File: src/rtl/word_writer_pkg.sv
// Shared definitions for the 2-bit symbol link: letter codes, symbol tables
// and serializer state encoding, used by word_writer and word_reader.
package word_pkg;

  localparam logic [1:0] LTR_I = 2'd0;
  localparam logic [1:0] LTR_L = 2'd1;
  localparam logic [1:0] LTR_U = 2'd2;
  localparam logic [1:0] LTR_V = 2'd3;

  localparam logic [1:0] SYM_GAP = 2'b00;

  typedef enum logic [1:0] {IDLE, BODY, TERM} state_t;

  function automatic logic [1:0] body_len(input logic [1:0] ltr);
    logic [1:0] len;
    len = 2'd3;
    case (ltr)
      LTR_I:   len = 2'd1;
      LTR_L:   len = 2'd2;
      default: len = 2'd3;
    endcase
    return len;
  endfunction

  // Body symbols are never SYM_GAP, so a 00 always marks the end of a letter.
  function automatic logic [1:0] body_sym(input logic [1:0] ltr, input logic [1:0] idx);
    logic [1:0] s;
    s = SYM_GAP;
    case (ltr)
      LTR_I: begin
        if (idx == 2'd0) s = 2'b11;
      end
      LTR_L: begin
        case (idx)
          2'd0:    s = 2'b11;
          2'd1:    s = 2'b01;
          default: s = SYM_GAP;
        endcase
      end
      LTR_U: begin
        case (idx)
          2'd0:    s = 2'b10;
          2'd1:    s = 2'b01;
          2'd2:    s = 2'b10;
          default: s = SYM_GAP;
        endcase
      end
      default: begin
        case (idx)
          2'd0:    s = 2'b11;
          2'd1:    s = 2'b01;
          2'd2:    s = 2'b11;
          default: s = SYM_GAP;
        endcase
      end
    endcase
    return s;
  endfunction

endpackage

File: src/rtl/word_writer_fifo.sv
// Small circular letter buffer between the producer handshake and the
// serializer; pointers wrap naturally because DEPTH is a power of two.
module letter_fifo #(
  parameter int DEPTH = 4,
  parameter int W     = 2
) (
  input  logic         clk,
  input  logic         reset,
  input  logic         push,
  input  logic [W-1:0] wr_data,
  input  logic         pop,
  output logic [W-1:0] rd_data,
  output logic         full,
  output logic         empty
);

  localparam int AW = $clog2(DEPTH);
  localparam int CW = AW + 1;

  logic [W-1:0]  mem [DEPTH];
  logic [AW-1:0] wr_ptr;
  logic [AW-1:0] rd_ptr;
  logic [CW-1:0] count;

  always_ff @(posedge clk) begin
    if (push) mem[wr_ptr] <= wr_data;
  end

  always_ff @(posedge clk) begin
    if (reset) begin
      wr_ptr <= '0;
      rd_ptr <= '0;
      count  <= '0;
    end else begin
      if (push) wr_ptr <= wr_ptr + AW'(1);
      if (pop)  rd_ptr <= rd_ptr + AW'(1);
      case ({push, pop})
        2'b10:   count <= count + CW'(1);
        2'b01:   count <= count - CW'(1);
        default: count <= count;
      endcase
    end
  end

  assign rd_data = mem[rd_ptr];
  assign full    = (count == CW'(DEPTH));
  assign empty   = (count == '0);

endmodule

File: src/rtl/word_writer.sv
// Transmitter for the 2-bit symbol link: buffers letters and serializes each
// as its body symbols followed by GAP_SYMS terminator symbols.
module word_writer
  import word_pkg::*;
#(
  parameter int DEPTH    = 4,
  parameter int GAP_SYMS = 1
) (
  input  logic       clk,
  input  logic       reset,
  input  logic [1:0] letter,
  input  logic       in_valid,
  output logic       in_ready,
  output logic [1:0] bits,
  output logic       busy,
  output logic       sent
);

  localparam int GW = (GAP_SYMS > 1) ? $clog2(GAP_SYMS) : 1;
  localparam logic [GW-1:0] GAP_LAST = GW'(GAP_SYMS - 1);

  state_t     state;
  logic [1:0] cur;
  logic [1:0] idx;
  logic [GW-1:0] gcnt;

  logic       push;
  logic       pop;
  logic [1:0] rd_data;
  logic       full;
  logic       empty;

  // A pop is taken exactly when the FSM starts a new body: from IDLE, or
  // straight out of the last terminator so back-to-back frames have no gap.
  assign push     = in_valid && !full;
  assign pop      = !empty && ((state == IDLE) || ((state == TERM) && (gcnt == GAP_LAST)));
  assign in_ready = !full;

  letter_fifo #(
    .DEPTH (DEPTH),
    .W     (2)
  ) u_fifo (
    .clk     (clk),
    .reset   (reset),
    .push    (push),
    .wr_data (letter),
    .pop     (pop),
    .rd_data (rd_data),
    .full    (full),
    .empty   (empty)
  );

  always_ff @(posedge clk) begin
    if (reset) begin
      state <= IDLE;
      cur   <= LTR_I;
      idx   <= 2'd0;
      gcnt  <= '0;
      bits  <= SYM_GAP;
      busy  <= 1'b0;
      sent  <= 1'b0;
    end else begin
      sent <= 1'b0;
      case (state)
        IDLE: begin
          if (!empty) begin
            cur   <= rd_data;
            idx   <= 2'd0;
            bits  <= body_sym(rd_data, 2'd0);
            busy  <= 1'b1;
            state <= BODY;
          end else begin
            bits <= SYM_GAP;
            busy <= 1'b0;
          end
        end
        BODY: begin
          if (idx == body_len(cur) - 2'd1) begin
            bits  <= SYM_GAP;
            gcnt  <= '0;
            sent  <= (GAP_LAST == '0);
            state <= TERM;
          end else begin
            idx  <= idx + 2'd1;
            bits <= body_sym(cur, idx + 2'd1);
          end
        end
        TERM: begin
          // sent is raised on entry to the final terminator cycle.
          if (gcnt != GAP_LAST) begin
            gcnt <= gcnt + GW'(1);
            sent <= ((gcnt + GW'(1)) == GAP_LAST);
          end else if (!empty) begin
            cur   <= rd_data;
            idx   <= 2'd0;
            bits  <= body_sym(rd_data, 2'd0);
            state <= BODY;
          end else begin
            bits  <= SYM_GAP;
            busy  <= 1'b0;
            state <= IDLE;
          end
        end
        default: begin
          bits  <= SYM_GAP;
          busy  <= 1'b0;
          state <= IDLE;
        end
      endcase
    end
  end

endmodule
File: config.mk
export PLATFORM = sky130hd
export DESIGN_NAME = word_writer
export DESIGN_NICKNAME = d
export VERILOG_FILES = /design/src/rtl/word_writer_pkg.sv /design/src/rtl/word_writer_fifo.sv /design/src/rtl/word_writer.sv
export SDC_FILE = /design/constraint.sdc
export NUM_CORES = 1
export LEC_CHECK = 0
export ABC_AREA = 1
export CORE_MARGIN = 3
export CORE_UTILIZATION = 39
export DETAILED_ROUTE_END_ITERATION = 6
export GPL_ROUTABILITY_DRIVEN = 0
export PLACE_DENSITY_LB_ADDON = 0.12
export SYNTH_ARGS = -nofsm -noshare
export SYNTH_HDL_FRONTEND = slang
export SYNTH_HIERARCHICAL = 1
export SYNTH_SLANG_ARGS = --single-unit
File: constraint.sdc
create_clock -name clk -period 3.3 [get_ports clk]
set_input_delay 0.66 -clock clk [delete_from_list [all_inputs] [get_ports clk]]
set_output_delay 0.66 -clock clk [all_outputs]
set_load 0.1 [all_outputs]
==> run metrics, run 1 <==
die width=66.4 um; TritonRoute pass-1 iters=4; Cell Pwr Density=874 mW/mm^2; Setup Buffers After CTS=0; Leak Pwr=0.722 nW; total CTS buffers=3; number of synthesized flops with an enable pin=8; Final nets=204; Final Hold Viols=0; initial core utilization=0.417; Final WS setup=1.17 ns; area grow syn2layout=11.1%; Setup TNS=0 ns; drc violations=0; Via-to-Cell Ratio=4.72; total power=1.38 mW; asr flop ratio synth=0; layout cells sized above 1=0.154; Hold-fix buffers, CTS=0; Mapped Cells=170; Worst Hold Class=reg2reg; Worst-Skew Late Latency=0.33 ns; CTS H-tree depth=1; Setup Skew=0.00366 ns; highest clock rate=0.469 GHz; Slew HR=0.644; post-DP HPWL=1860 um; CTS tree=yes; PortBufs=9; post-synthesis adder-cell area fraction=0.146; Synth Area in XOR/XNOR=0; worst-margin pin slew=0.529 ns; Mean Syn Cell Area=8.38 um^2; n_diodes=0; met3 Track Usage GR=0.0204; area fraction in compound gates after synthesis=0.125; Synth top cells by count=inv_1 (23), nand2_1 (22), dfxtp_1 (19), a21oi_1 (16); top post-synthesis cells by area=dfxtp_1 (27%), edfxtp_1 (17%), ha_1 (13%); status=finished, final reports clean; final core utilization=0.463; first-pass GRT wire length=4220 um; Clock Path Buffers=2; M2 GR Usage=0.192; drt wl/cell=10.4 um; Yosys top cell area share=0.267; Pins Over Slew Limit=0; Max VDD drop=0.397 mV; sequential area share after synthesis=0.436; period utilisation layout=0.646; Critical Path Start Type=input port; Routed WL=2380 um; pin count of the biggest net entering global routing=17; full die area=0.00441 mm^2; FF+latch count, synth=27; GRT overflow=0; Synth Area in Simple Gates=0.204; routed vias=1077; met1 Use GR=0.169; most numerous cell in the Yosys netlist=inv_1; post-synthesis mux area share=0; GRT Util Overall=0.124; antenna violations before repair=0; Ports=10; Setup WS pre-CTS=0.828 ns; Worst R2R Setup Slack=1.21 ns; area leader, netlist=dfxtp_1; Post-Synthesis Cell Area=0.00142 mm^2; Worst Path Required=3.58 ns; RSZ-0062 raised after global routing=no; GR peak layer=met2; Clock transition at path regs=0.15 ns; Tmin final=2.13 ns; Synth Flop Type=dfxtp_1; CTS sink cnt=27; root buf cell=clkbuf_4; Core ar.=0.00342 mm^2; max-capacitance violation count=0; FP Rows=21; die height=66.4 um; fillers=355; via count of the first global-routing pass=1004; Syn Nets=191; largest family of logic cells by synthesized area=simple AND/OR/NAND/NOR gates; Yosys Warn Count=6; post-cts sizing count=0; CP arrival=2.42 ns; Final ANT Viol Nets=0; Crit Path Max Fanout=5; number of distinct library cells after synthesis=22; final setup vio count=0; Critical Path End Type=register; First DRT Iteration DRCs=77; Crit Path Category=in2reg
==> cell usage in the layout, fill, tap and decap left out, types with 6 or more instances in the layout <==
master    count
ha_1         15
edfxtp_1      8
nand2_2       6
a21oi_1      16
nor2_1       15
inv_2         8
inv_1        23
dfxtp_1      19
nand2_1      22
o21ai_1       7
o21ai_0      10
==> layer usage <==
| layer | vias up | routed length [um] |
|---|---|---|
| li1 | 574 | - |
| met1 | 475 | 1230 |
| met2 | 21 | 1020 |
| met3 | 7 | 85 |
| met4 | 0 | 46 |
| met5 | - | 0 |
==> path summary, 6_finish.rpt <==
check	start	end	cells past startpoint
max	in_valid	u_fifo/count[2]$_SDFFE_PP0P_	13
min reg2reg	u_fifo/rd_ptr[1]$_SDFFE_PP0P_	register	1
max reg2reg	u_fifo/count[2]$_SDFFE_PP0P_	u_fifo/count[2]$_SDFFE_PP0P_	13
min	u_fifo/rd_ptr[1]$_SDFFE_PP0P_	register	1
==> cell type report <==
class	instances	area [um^2]	share of cell area
multi-input combinational	110	676	0.427
timing repair buffer	9	77.6	0.0491
clock buffer	3	22.5	0.0142
tap	46	57.6	0.0364
sequential	27	621	0.392
inverter	32	120	0.0759
clock inverter	1	7.51	0.00475
==> state kept, by name (all words and copies together) (netlist names), named ones only <==
register,count
state,2
idx,2
u_fifo/rd_ptr,2
u_fifo/count,3
u_fifo/mem,8
bits,2
cur,2
busy,1
u_fifo/wr_ptr,2
sent,1
==> critical path, cell delays in order <==
cell             delay, ns
clkdlybuf4s50_1       0.45
inv_1                 0.03
nor2_1                0.26
inv_2                 0.10
ha_1                  0.24
inv_2                 0.08
fa_1                  0.21
inv_1                 0.06
nand2_1               0.07
nand3_1               0.07
nand2_1               0.06
inv_1                 0.03
nor2_1                0.08
==> cell families after synthesis <==
logic type	count (synthesis)
flip-flops	27
adder cells (fa/ha/maj)	16
buffers and inverters	33
AO/OA/AOI/OAI	35
AND/OR/NAND/NOR	59
==> where the power goes <==
group	total, mW	internal [mW]	switching, mW	leakage (nW)
clock	0.150	0.0464	0.104	0.0139
combinational	0.726	0.222	0.504	0.478
sequential	0.506	0.430	0.0765	0.230
total	1.38	0.699	0.684	0.722
==> stage by stage <==
| stage | hold WS [ns] | cell area (um^2) | cells |
|---|---|---|---|
| after detailed placement | 0.440 | 1550 | 224 |
| after global routing | 0.496 | 1580 | 228 |
| after floorplan | 0.412 | 1420 | 170 |
| after CTS | 0.462 | 1580 | 228 |
| final | 0.463 | 1580 | 228 |
| after global placement | 0.429 | 1550 | 224 |
Power figures use the tool's default switching activity.
==> inputs of run 2 (changes only) <==
==> constraint.sdc (replaced) <==
create_clock -name clk -period 2.21 [get_ports clk]
set_input_delay 0.442 -clock clk [delete_from_list [all_inputs] [get_ports clk]]
set_output_delay 0.442 -clock clk [all_outputs]
set_load 0.1 [all_outputs]
==> run 2 against run 1 <==
Cell count rose by 1.3%. Sequential cell count unchanged. Worst setup slack got worse by 0.82 ns. Non-clock buffer count up 3. Clock-buffer cell count unchanged. Global-route usage shrank 0.33 points. Sequential share of layout area decreased by 0.61 points. First-iteration DRC count fell by 39%. Via count rose by 0.93%. Critical path type is now reg2reg.
==> run metrics, run 2 (synthesis gave the netlist of run 1 again) <==
commonest cells after routing, fill and taps aside=inv_1 (23), nand2_1 (22), dfxtp_1 (19), a21oi_1 (16); final setup vio count=0 (unchanged); layout cells sized above 1=0.173 (+0.0191); highest clock rate=0.537 GHz; routed vias=1087 (+0.93%); area grow syn2layout=12.8%; largest registers=u_fifo/mem x8, u_fifo/count x3; Critical Path Start Type=register; RSZ-0062 raised after global routing=no; via count of the first global-routing pass=1056 (+5.2%); Pins Over Slew Limit=0 (unchanged); n_diodes=0 (unchanged); Core ar.=0.00342 mm^2 (unchanged); die width=66.4 um (unchanged); Routed WL=2410 um (+1.5%); CTS H-tree depth=1 (unchanged); switching part of the total=0.487 (-0.00756); Critical Path End Type=register; drc violations=0 (unchanged); PortBufs=9 (unchanged); total CTS buffers=3 (unchanged); root buf cell=clkbuf_4; Crit Path Category=reg2reg; Clock Power Share=0.102 (-0.007); Setup TNS=0 ns (unchanged); GRT Util Overall=0.121 (-0.00329); crit path max-delay cell type=fa_1; FP Rows=21 (unchanged); max incr delay on CP=0.40 ns (-0.05 ns); Switch Pwr=1.02 mW (+49%); Worst-Skew Late Latency=0.32 ns (about the same); CTS sink cnt=27 (unchanged); Clock transition at path regs=0.15 ns (about the same); period utilisation layout=0.843; pin count of the biggest net entering global routing=16 (-1); Final ANT Viol Nets=0 (unchanged); Worst Hold Class=reg2reg; Via-to-Cell Ratio=4.71 (-0.38%); drt wl/cell=10.4 um (+0.20%); M2 GR Usage=0.198 (+0.00620); initial core utilization=0.417 (unchanged); Hold-fix buffers, CTS=0 (unchanged); Tmin final=1.86 ns; critical path cell sequence=nor3_2 > nor2_1 > inv_2 > ha_1 > inv_2 > fa_1 > inv_1 > nand2_1 > nand3_1 > nand2_1 > inv_1 > nor2_1; Final Hold Viols=0 (unchanged); max-capacitance violation count=0 (unchanged); worst-margin pin slew=0.355 ns (-0.175 ns); max reg flops=8 (unchanged); Max VDD drop=0.585 mV (+47%); status=finished, final reports clean; CP arrival=2.10 ns (-0.32 ns); met3 Track Usage GR=0.0221 (+0.00170); Setup Skew=0.00327 ns (-0.000390 ns); GRT overflow=0 (unchanged); Cells after DPL=227 (+1.3%); Worst Path Required=2.45 ns (-1.13 ns); Setup Buffers After CTS=0 (unchanged); post-DP HPWL=1920 um (+3.1%); commonest non-fill, non-tap cell in the layout=inv_1; Largest Register=u_fifo/mem; Worst R2R Setup Slack=0.35 ns (-0.86 ns); full die area=0.00441 mm^2 (unchanged); Int Pwr=1.07 mW (+54%); Leak Pwr=0.743 nW (+2.9%); met1 Use GR=0.150 (-0.0192); First DRT Iteration DRCs=47 (-39%); Ports=10 (unchanged); Final nets=207 (+1.5%); Slew HR=0.761 (+0.117); TritonRoute pass-1 iters=4 (unchanged); Cell Pwr Density=1300 mW/mm^2 (+49%); GR peak layer=met2; CTS tree=yes; antenna violations before repair=0 (unchanged); Clock Path Buffers=2 (unchanged); register share of total power=0.363 (-0.003); Crit Path Max Fanout=5 (unchanged); Gate power share=0.536 (+0.011); die height=66.4 um (unchanged); first-pass GRT wire length=4150 um (-1.8%); Layout Cells excl Fill=231 (+1.3%)
run 2: cell count changes in the layout (fill, tap and decap cells not counted), sizes merged:
cell / change
buf: +3
clkinv: +1
clkinvlp: -1
run 2: worst paths after layout:
check                                                   start  cells past startpoint                            end
worst min-delay path            u_fifo/rd_ptr[1]$_SDFFE_PP0P_                      1  u_fifo/rd_ptr[1]$_SDFFE_PP0P_
worst min register to register  u_fifo/rd_ptr[1]$_SDFFE_PP0P_                      1  u_fifo/rd_ptr[1]$_SDFFE_PP0P_
worst max register to register   u_fifo/count[0]$_SDFFE_PP0P_                     12   u_fifo/count[2]$_SDFFE_PP0P_
worst max-delay path             u_fifo/count[0]$_SDFFE_PP0P_                     12   u_fifo/count[2]$_SDFFE_PP0P_
run 2: worst max-delay path, delay by kind of cell, from the launching register on:
family / cells / cell delay, ns
fa+ha+maj: 2 / 0.59
simple gates: 6 / 0.54
flops: 1 / 0.38
buf+inv: 4 / 0.28
run 2: repair_timing:
| item | in CTS | in global routing |
|---|---|---|
| endpoints found under the hold margin | 0 | 0 |
| gates resized for setup | 0 | 1 |
| setup endpoints to repair | 0 | 1 |
run 2: layout make-up:
cell class / count / area [um^2]
flip-flops and latches: 27 / 621
clock buffers: 3 / 22.5
well taps: 46 / 57.6
inverters: 32 / 120
fillers: 359 / 1810
clock inverters: 1 / 5.00
multi-input cells: 110 / 681
repair buffers: 12 / 100
run 2: power by group through the flow:
stage	combinational, mW	sequential, mW	clock (mW)
CTS	1.12	0.756	0.223
global route	1.26	0.782	0.238
floorplan	0.710	0.929	0
global placement	1.10	0.767	0
detailed placement	1.12	0.768	0
finish	1.12	0.759	0.212
run 2: metal layers:
metal,part of all wire,vias up
li1,-,584
met1,0.50,494
met2,0.47,7
met3,0.023,2
met4,0.0066,0
met5,0,-
run 2: through the flow:
step / setup WS [ns] / utilization / hold WS [ns] / cell area (um^2) / power (mW)
2_1_floorplan: 0.453 / - / 0.412 / 1420 / 1.64
3_3_place_gp: 0.143 / 0.461 / 0.426 / 1570 / 1.87
3_5_place_dp: 0.0789 / 0.461 / 0.435 / 1570 / 1.89
4_1_cts: 0.224 / 0.469 / 0.453 / 1600 / 2.10
5_1_grt: 0.0988 / 0.470 / 0.493 / 1610 / 2.28
6_report: 0.347 / 0.470 / 0.449 / 1610 / 2.09
